## src/rtl/keypad_scanner_pkg.sv

```systemverilog
// Shared types and constants for the 4x4 keypad scanner: FSM states, key codes,
// the row/column code table and small decode helpers.
package keypad_pkg;

  typedef enum logic [1:0] {
    SCAN      = 2'd0,
    DEB_PRESS = 2'd1,
    PRESSED   = 2'd2,
    DEB_REL   = 2'd3
  } state_t;

  localparam logic [4:0] KEY_NONE = 5'd31;

  // Row-major table, entry index {row, col}; element 0 is r0c0
  localparam logic [15:0][4:0] KEY_TABLE = {
    5'd13, 5'd15, 5'd0,  5'd14,   // r3: *, 0, #, D
    5'd12, 5'd9,  5'd8,  5'd7,    // r2: 7, 8, 9, C
    5'd11, 5'd6,  5'd5,  5'd4,    // r1: 4, 5, 6, B
    5'd10, 5'd3,  5'd2,  5'd1     // r0: 1, 2, 3, A
  };

  function automatic logic [4:0] key_code(input logic [1:0] r, input logic [1:0] c);
    return KEY_TABLE[{r, c}];
  endfunction

  function automatic logic [3:0] col_drive(input logic [1:0] c);
    return ~(4'b0001 << c);
  endfunction

  // Lowest-index row pulled low; only meaningful when some bit is low
  function automatic logic [1:0] lowest_low(input logic [3:0] r);
    if (!r[0]) return 2'd0;
    if (!r[1]) return 2'd1;
    if (!r[2]) return 2'd2;
    return 2'd3;
  endfunction

endpackage

```

## src/rtl/keypad_scanner_if.sv

```systemverilog
// Keypad-side bundle: row sense in, column drive and decoded key outputs.
// master is the scanner, slave is the keypad / observer.
interface keypad_scanner_if;
  logic [3:0] row;
  logic [3:0] col;
  logic [4:0] key;
  logic       keypad_pressed;
  logic       key_strobe;

  modport master (
    input  row,
    output col, key, keypad_pressed, key_strobe
  );

  modport slave (
    output row,
    input  col, key, keypad_pressed, key_strobe
  );
endinterface

```

## src/rtl/sync_2ff.sv

```systemverilog
// Two-flop synchronizer for asynchronous level inputs; two cycles of latency,
// resets to all-ones so idle pulled-up lines read as released.
module sync_2ff #(
  parameter int W = 4
) (
  input  logic         clk,
  input  logic         rst_n,
  input  logic [W-1:0] d,
  output logic [W-1:0] q
);

  logic [W-1:0] meta;

  always_ff @(posedge clk or negedge rst_n) begin
    if (!rst_n) begin
      meta <= '1;
      q    <= '1;
    end else begin
      meta <= d;
      q    <= meta;
    end
  end

endmodule

```

## src/rtl/keypad_scanner.sv

```systemverilog
// 4x4 matrix keypad scanner with press/release debounce; no backpressure.
// Key outputs register one cycle after DEBOUNCE_CYC stable low samples of the held row.
module keypad_scanner
  import keypad_pkg::*;
#(
  parameter int SCAN_DIV     = 5000,
  parameter int DEBOUNCE_CYC = 1000000
) (
  input  logic              clk,
  input  logic              rst_n,
  keypad_scanner_if.master  kp
);

  localparam int MAXC = (SCAN_DIV > DEBOUNCE_CYC) ? SCAN_DIV : DEBOUNCE_CYC;
  localparam int CW   = $clog2(MAXC) + 1;
  localparam logic [CW-1:0] SCAN_LAST = CW'(SCAN_DIV - 1);
  localparam logic [CW-1:0] DEB_LAST  = CW'(DEBOUNCE_CYC - 1);

  logic [3:0]    srow;
  state_t        state, state_n;
  logic [CW-1:0] cnt, cnt_n;
  logic [1:0]    ci, ci_n;
  logic [1:0]    ri, ri_n;
  logic [3:0]    col_q;
  logic [4:0]    key_q, key_n;
  logic          pressed_q, pressed_n;
  logic          strobe_q, strobe_n;
  logic          row_hi;

  sync_2ff #(.W(4)) u_row_sync (
    .clk   (clk),
    .rst_n (rst_n),
    .d     (kp.row),
    .q     (srow)
  );

  assign row_hi = srow[ri];

  always_ff @(posedge clk or negedge rst_n) begin
    if (!rst_n) begin
      state     <= SCAN;
      cnt       <= '0;
      ci        <= 2'd0;
      ri        <= 2'd0;
      col_q     <= 4'b1110;
      key_q     <= KEY_NONE;
      pressed_q <= 1'b0;
      strobe_q  <= 1'b0;
    end else begin
      state     <= state_n;
      cnt       <= cnt_n;
      ci        <= ci_n;
      ri        <= ri_n;
      col_q     <= col_drive(ci_n);
      key_q     <= key_n;
      pressed_q <= pressed_n;
      strobe_q  <= strobe_n;
    end
  end

  always_comb begin
    state_n   = state;
    cnt_n     = cnt;
    ci_n      = ci;
    ri_n      = ri;
    key_n     = key_q;
    pressed_n = pressed_q;
    strobe_n  = 1'b0;

    unique case (state)
      SCAN: begin
        if (cnt == SCAN_LAST) begin
          cnt_n = '0;
          if (srow != 4'hF) begin
            ri_n    = lowest_low(srow);
            state_n = DEB_PRESS;
          end else begin
            ci_n = ci + 2'd1;
          end
        end else begin
          cnt_n = cnt + 1'b1;
        end
      end

      DEB_PRESS: begin
        if (row_hi) begin
          state_n = SCAN;
          cnt_n   = '0;
        end else if (cnt == DEB_LAST) begin
          state_n   = PRESSED;
          cnt_n     = '0;
          key_n     = key_code(ri, ci);
          pressed_n = 1'b1;
          strobe_n  = 1'b1;
        end else begin
          cnt_n = cnt + 1'b1;
        end
      end

      // Column stays parked on ci, so other keys cannot disturb the held one
      PRESSED: begin
        if (row_hi) begin
          state_n = DEB_REL;
          cnt_n   = '0;
        end
      end

      DEB_REL: begin
        if (!row_hi) begin
          state_n = PRESSED;
          cnt_n   = '0;
        end else if (cnt == DEB_LAST) begin
          state_n   = SCAN;
          cnt_n     = '0;
          ci_n      = 2'd0;
          key_n     = KEY_NONE;
          pressed_n = 1'b0;
        end else begin
          cnt_n = cnt + 1'b1;
        end
      end

      default: begin
        state_n = SCAN;
        cnt_n   = '0;
        ci_n    = 2'd0;
      end
    endcase
  end

  assign kp.col            = col_q;
  assign kp.key            = key_q;
  assign kp.keypad_pressed = pressed_q;
  assign kp.key_strobe     = strobe_q;

endmodule

```

## src/flat_wrapper.sv

```systemverilog
// flat-port wrapper written by rule: the top's interface ports become plain ports
module keypad_scanner_flat import keypad_pkg::*;
#(
  parameter int SCAN_DIV     = 5000,
  parameter int DEBOUNCE_CYC = 1000000
)
  (clk, rst_n, kp_row, kp_col, kp_key, kp_keypad_pressed, kp_key_strobe);
  keypad_scanner_if kp_i ();
  input  logic clk;
  input  logic rst_n;
  input wire logic [$bits(kp_i.row)-1:0] kp_row;
  output wire logic [$bits(kp_i.col)-1:0] kp_col;
  output wire logic [$bits(kp_i.key)-1:0] kp_key;
  output wire logic [$bits(kp_i.keypad_pressed)-1:0] kp_keypad_pressed;
  output wire logic [$bits(kp_i.key_strobe)-1:0] kp_key_strobe;
  assign kp_i.row = kp_row;
  assign kp_col = kp_i.col;
  assign kp_key = kp_i.key;
  assign kp_keypad_pressed = kp_i.keypad_pressed;
  assign kp_key_strobe = kp_i.key_strobe;
  keypad_scanner #(.SCAN_DIV(SCAN_DIV), .DEBOUNCE_CYC(DEBOUNCE_CYC)) u_core (.clk(clk), .rst_n(rst_n), .kp(kp_i));
endmodule
```

## config.mk

```make
export PLATFORM = sky130hd
export DESIGN_NAME = keypad_scanner_flat
export DESIGN_NICKNAME = d
export VERILOG_FILES = /design/src/rtl/keypad_scanner_pkg.sv /design/src/rtl/keypad_scanner_if.sv /design/src/rtl/sync_2ff.sv /design/src/rtl/keypad_scanner.sv /design/src/flat_wrapper.sv
export SDC_FILE = /design/constraint.sdc
export NUM_CORES = 1
export LEC_CHECK = 0
export CAP_MARGIN = 25
export CORE_UTILIZATION = 63
export CTS_CLUSTER_DIAMETER = 100
export DETAILED_ROUTE_END_ITERATION = 6
export PLACE_DENSITY = 0.84
export SYNTH_ARGS = -nofsm -noshare
export SYNTH_HDL_FRONTEND = slang
export SYNTH_SLANG_ARGS = --single-unit
```

## constraint.sdc

```tcl
create_clock -name clk -period 4.15 [get_ports clk]
set_input_delay 0.83 -clock clk [delete_from_list [all_inputs] [get_ports clk]]
set_output_delay 0.83 -clock clk [all_outputs]
set_load 0.005 [all_outputs]
```

; Word-level counts from Yosys, hierarchy flattened
; Memory sizes are Yosys's and may differ from the RTL's.
; Index checks and enable logic that the tools add are counted.
[totals]
regBits = 46
mem_bits_ro = 80
in_bits = 6
output_inout_bits = 11
elab_cells = 93
mem_count = 1
[op_classes]
add_sub_neg = 2
n_lt_le_gt_ge = 2
n_eq_ne = 15
shift = 1
muxes = 56
bitwise_logic = 1
reduce_logical = 5
[memory_table]
columns = name, depth, word_bits, read_ports, rd_clocked_by_memory_dff, wr, line_no
row1 = (name not given), 16, 5, 1, 0, 0, keypad_scanner_pkg.sv:23  ; return KEY_TABLE[{r, c}];
[ops]
columns = cell, count
row1 = 2-to-1 mux 21 bit, 5
row2 = case mux 21 bit (4 select lines), 1
row3 = 2-to-1 mux 2 bit, 17
row4 = 2-to-1 mux 5 bit, 5
row5 = 2-to-1 mux 1 bit, 23
row6 = adder 21 x 1 -> 21 bit (second input constant), 1
row7 = equality test 21 x 13 -> 1 bit (second input constant), 1
row8 = equality test 21 x 20 -> 1 bit (second input constant), 1
row9 = inequality test 2 x 1 -> 1 bit (second input constant), 6
row10 = case mux 5 bit (2 select lines), 1
row11 = AND reduction 5 bit, 2
row12 = case mux 2 bit (4 select lines), 1
row13 = < comparator 4 x 5 -> 1 bit (second input constant), 1
row14 = equality test 2 bit (second input constant), 2
row15 = inequality test 4 bit (second input constant), 1
row16 = NOT 4 bit, 1
row17 = case mux 2 bit (2 select lines), 1
row18 = left shift 1 x 2 -> 4 bit (first input constant), 1
row19 = < comparator 2 x 3 -> 1 bit (second input constant), 1
row20 = inequality test 3 x 1 -> 1 bit (second input constant), 1
row21 = inequality test 3 bit (second input constant), 1
row22 = AND reduction 3 bit, 1
row23 = adder 2 x 1 -> 2 bit (second input constant), 1
row24 = binary-select mux 1 bit (select 2 bit), 1
row25 = 5 further kinds, 5

; Logic depth before layout (Yosys ltp)
[logic_depth]
ltp_word = 16
mapped_depth = 8
ltp_nobuf = 7

; By module
; From an unflattened synthesis, not the netlist that was laid out.
[hier_totals]
hier_cells = 242
area_unflattened_um2 = 2469.9
[by_module_without_submodules]
columns = module, n_inst, cells_per_inst, area_each_um2, seq_area_each_um2
row1 = keypad_scanner, 1, 234, 2259.7, 960.9
row2 = sync_2ff, 1, 8, 210.2, 210.2

; Worst setup path before layout
; OpenSTA, ideal clock, no wires.
[synth_timing]
kind = reg-to-reg
from = register u_core.cnt[11]
to = register u_core.key_q[4] (netlist: u_core.kp.key[4])
setup_ps = 78
arrival_time_ps = 1929
required_time_ps = 4072
path_slack_ps = 2143
stages_incl_launch_ff = 6
n_path_buf = 0
synth_period_minus_slack_ps = 2007
cell_sequence = dfrtp_1 > nor4_4 > nand4_4 > or4_4 > nor3_4 > o21ba_1
[synth_between]
elab_chain_len = 3
word_cells_on_any_way = 4
classes_between = eq/ne (3) / reduce/logical (1)
[synth_lines]
columns = item, line_no
row1 = "start, declared", keypad_scanner.sv:21  ; logic [CW-1:0] cnt, cnt_n;
row2 = "start signal, assigned", keypad_scanner.sv:51  ; cnt <= cnt_n;
row3 = equality test 21 x 20 -> 1 bit (*), "keypad_scanner.sv:89, keypad_scanner.sv:112"
row4 = inequality test 2 x 1 -> 1 bit (no source line), -
row5 = AND reduction 5 bit (no source line) (*), -
row6 = "end signal, assigned", keypad_scanner.sv:55  ; key_q <= key_n;
row7 = "end, declared", keypad_scanner.sv:25  ; logic [4:0] key_q, key_n;
; Every way passes the cells marked *; elsewhere a longest branch is shown, timed or not.
; A chain may end at the register's enable or synchronous reset.

; Worst setup path after layout
[layout_timing]
from = register u_core.ri[0]
to = register u_core.cnt[7]
[layout_between]
elab_chain_len = 4
word_cells_on_any_way = 6
classes_between = eq/ne (1) / mux (5)
[layout_lines]
columns = item, line_no
row1 = "start, declared", keypad_scanner.sv:23  ; logic [1:0] ri, ri_n;
row2 = "start signal, assigned", keypad_scanner.sv:53  ; ri <= ri_n;
row3 = binary-select mux 1 bit (select 2 bit) (*), keypad_scanner.sv:37  ; assign row_hi = srow[ri];
row4 = 2-to-1 mux 1 bit (implied by the code) (*), keypad_scanner.sv:37
row5 = "2-to-1 mux 21 bit, on equally long branches", "keypad_scanner.sv:109, keypad_scanner.sv:86"
row6 = case mux 21 bit (4 select lines), keypad_scanner.sv:70  ; unique case (state)
; Every way passes the cells marked *; elsewhere a longest branch is shown, timed or not. The select of a mux whose other input is x is not followed.

==> key figures <==
Synthesis
  – Post-synthesis sequential area ratio: 0.4636
  – Synth Area in Compound Gates: 0.1412
  – Post-synth EDFFs: 0
  – Asr flop ratio synth: 1.000
  – Yosys cell types: 50
  – Yosys reg bits: between 40 and 50
  – Synth top area share: 0.2972
  – Synthesized Nets: about 260
  – Largest cells by area after synthesis: dfrtp_1 30%, dfstp_2 17%, ha_1 5.0%
  – Post-synthesis mux area share: 0.03368
  – Largest family of logic cells by synthesized area: simple AND/OR/NAND/NOR gates
  – Top cell type by total area after synthesis: dfrtp_1
  – Syn_area_per_cell: 10.23 um^2
  – Post-synthesis simple-gate area fraction: 0.2145
  – Most frequent cell after synthesis: dfrtp_1
  – Top FF cell, synth: dfrtp_1
  – Post-Syn Area: ~2500 um^2
  – Adder-cell share of the synthesized area: 0.04953
  – Synth Instances: 247
  – Synth Warn #: 0
  – XOR/XNOR Fraction of Synth Area: 0.06241
  – List of most frequent post-synthesis cells: 30 x dfrtp_1, 21 x a21oi_1, 19 x nand2_1

Critical path
  – Worst R2R Path Depth: 5
  – Critical Path Fanout Max: 28
  – Critical path class: reg2reg
  – Crit. End Element: register
  – CP Data Required Time: around 4300 ps
  – CP startpoint kind: register
  – Worst Path Arrival: approximately 2800 ps

Global route
  – GR peak layer: met2
  – Total GRT Usage: 0.2688
  – Largest net degree at the start of global routing: 47
  – Grt met2 use: 0.3969
  – Vias in the first global route: ~1900
  – Total gr overflow: 0
  – Initial antenna violation count: 0
  – GR Util met3: 0.06250
  – First-pass GRT wire length: around 8700 um
  – M1 GR Usage: 0.3727

STA
  – Relative slew slack: 0.3426
  – Setup-failing EPs final: 0
  – Sum Neg Setup Slack: 0 ps
  – Final Hold Vio Count: 0
  – RSZ-0062 raised after global routing: no
  – Minimum clock period after layout: approximately 2600 ps
  – Fmax: between 0.3 and 0.4 GHz
  – Final worst path period share: 0.6324
  – Slew @ Worst Pin: 986.0 ps
  – Clk_skew: around 9 ps
  – Slew Limit Fails: 0

Clock tree
  – # clock sinks: 46
  – # hold bufs at CTS: 0
  – CTS max path bufs: 2
  – CTS buffer count: 5
  – CTS tree: yes
  – Clk_lat worst skew: around 310 ps
  – Cts repair resizes: 0
  – Post-CTS setup buffers: 0
  – Clk root buf: clkbuf_8
  – Worst-path clk slew: ~90 ps
  – H-tree depth: 2

Place
  – Port Buffer Count: 16
  – Dpl cell area: approximately 2700 um^2
  – Final Wtd Congestion: 0.8576
  – Placed cell count: between 300 and 400
  – DP Wirelength: 3417 um

Floorplan
  – Die area: approximately 4300 um^2
  – Starting Density: 0.6748
  – Ports: 17
  – Core Area: around 3700 um^2
  – Chip width: 65.32 um
  – Die Y: roughly 65 um
  – Num rows: 22

Worst hold path
  – Hold crit path type: in2async

Power
  – Switching Share: 0.2097
  – Power density over cell area: 288.1 nW/um^2
  – Combinational Power Share: 0.023
  – Power share of the clock group: 0.415
  – Power Total: roughly 0.8 mW
  – Leak: between 1 and 1.5 nW
  – Sw Pwr: 0.1707 mW
  – Int Pwr: 0.6435 mW
  – Maximum VDD drop: around 0.00025 V
  – Reg power frac: 0.562

Detailed routing
  – DRC Markers: 0
  – Overall routed net length: 5023 um
  – First DRT Iteration DRCs: between 150 and 200
  – Antenna viol nets, final: 0
  – Total number of vias: 1956
  – Wire per inst: 16.20 um
  – First-pass detailed-route iteration total: 4
  – Vias per cell: between 6 and 7

Final layout
  – Nets: 277
  – Area delta synth->final: 11.89%
  – ANT cells: 0
  – Post-route cell area: between 2000 and 3000 um^2
  – Filler Cells Inserted: around 270
  – Non-Filler Instances: 310
  – Share of layout cells above drive strength 1: 0.1450

Run status
  – Status: complete, no violations

Job
  – Maxcap violations: 0
==> metal layers <==
metal	vias to the layer above	wire length, um
li1	920	-
met1	947	2291
met2	78	2262
met3	11	343
met4	0	126
met5	-	0
==> metrics by stage <==
step                      worst slack [ps]  utilization  hold slack, ps
final                                 1526       0.7550           326.9
after global routing                  1356       0.7550           325.5
after CTS                             1596       0.7497           359.5
after detailed placement              1667       0.7196           346.8
after global placement                1739       0.7196           345.3
after floorplan                       2143            -           345.2
==> placed cells by master, fill, tap and decap left out, types with 2 or more instances in the layout <==
cell type	instances
clkdlybuf4s50_1	15
nand4_1	6
xor2_1	6
mux2_2	2
o311ai_0	4
nand2_1	19
o211ai_1	4
nor3_1	11
nand3_1	10
inv_1	11
and3_1	5
nand2b_1	5
a21oi_1	21
a2bb2oi_1	4
xnor2_1	12
ha_1	10
clkbuf_8	5
and4_1	2
o22ai_1	2
and2_1	2
o21a_1	2
or3_1	3
and4b_1	2
mux2i_1	4
nor2_1	10
o21ai_0	10
nor4_1	4
dfstp_2	16
dfrtp_1	30
==> cell type report <==
type	instances	area (um^2)	area share
Inverter	11	41.29	0.01461
Timing Repair Buffer	17	175.2	0.06197
Clock buffer	5	68.82	0.02435
Tap cell	48	60.06	0.02125
Sequential cell	46	1171	0.4143
Multi-Input combinational cell	180	1266	0.4480
Clock inverter	3	43.79	0.01549
==> cell families after synthesis <==
family	after synthesis
AO/OA/AOI/OAI	55
XOR/XNOR	18
adder cells (fa/ha/maj)	10
buffers and inverters	21
flip-flops	46
multiplexers	7
AND/OR/NAND/NOR	90
==> state kept, by name, indices dropped and copies added (netlist names), named ones only <==
signal,cells
u_core.ci,2
u_core.kp.col,4
u_core.cnt,21
u_core.u_row_sync.meta,4
u_core.kp.key_strobe,1
u_core.u_row_sync.q,4
u_core.state,1
u_core.kp.keypad_pressed,1
u_core.ri,2
u_core.kp.key,5
==> critical path: stages (launching register included) <==
cell      delay, ps
dfrtp_1         540
mux4_2          660
nand2b_1        650
nand4_1         360
xor2_1          190
a21oi_1          50
==> worst paths after layout <==
kind / from / endpoint / slack, ps
worst max-delay path: u_core.ri[0]$_DFFE_PN0P_ / u_core.cnt[7]$_DFFE_PN0P_ / 1530
worst min-delay path: rst_n / u_core.cnt[16]$_DFFE_PN0P_ / 330
worst max register to register: u_core.ri[0]$_DFFE_PN0P_ / u_core.cnt[7]$_DFFE_PN0P_ / 1530
worst min register to register: u_core.u_row_sync.meta[1]$_DFF_PN1_ / u_core.u_row_sync.q[1]$_DFF_PN1_ / 360
max in group asynchronous: rst_n / u_core.u_row_sync.q[3]$_DFF_PN1_ / 3330
min in group clk: u_core.u_row_sync.meta[1]$_DFF_PN1_ / u_core.u_row_sync.q[1]$_DFF_PN1_ / 360
==> power groups by stage <==
| stage | sequential, mW | combinational (mW) | clock [mW] |
|---|---|---|---|
| floorplan | 0.465 | 0.00354 | 0 |
| global placement | 0.466 | 0.0166 | 0 |
| detailed placement | 0.466 | 0.0170 | 0 |
| CTS | 0.458 | 0.0171 | 0.339 |
| global route | 0.459 | 0.0212 | 0.358 |
| finish | 0.458 | 0.0188 | 0.338 |
Power figures use the tool's default switching activity.
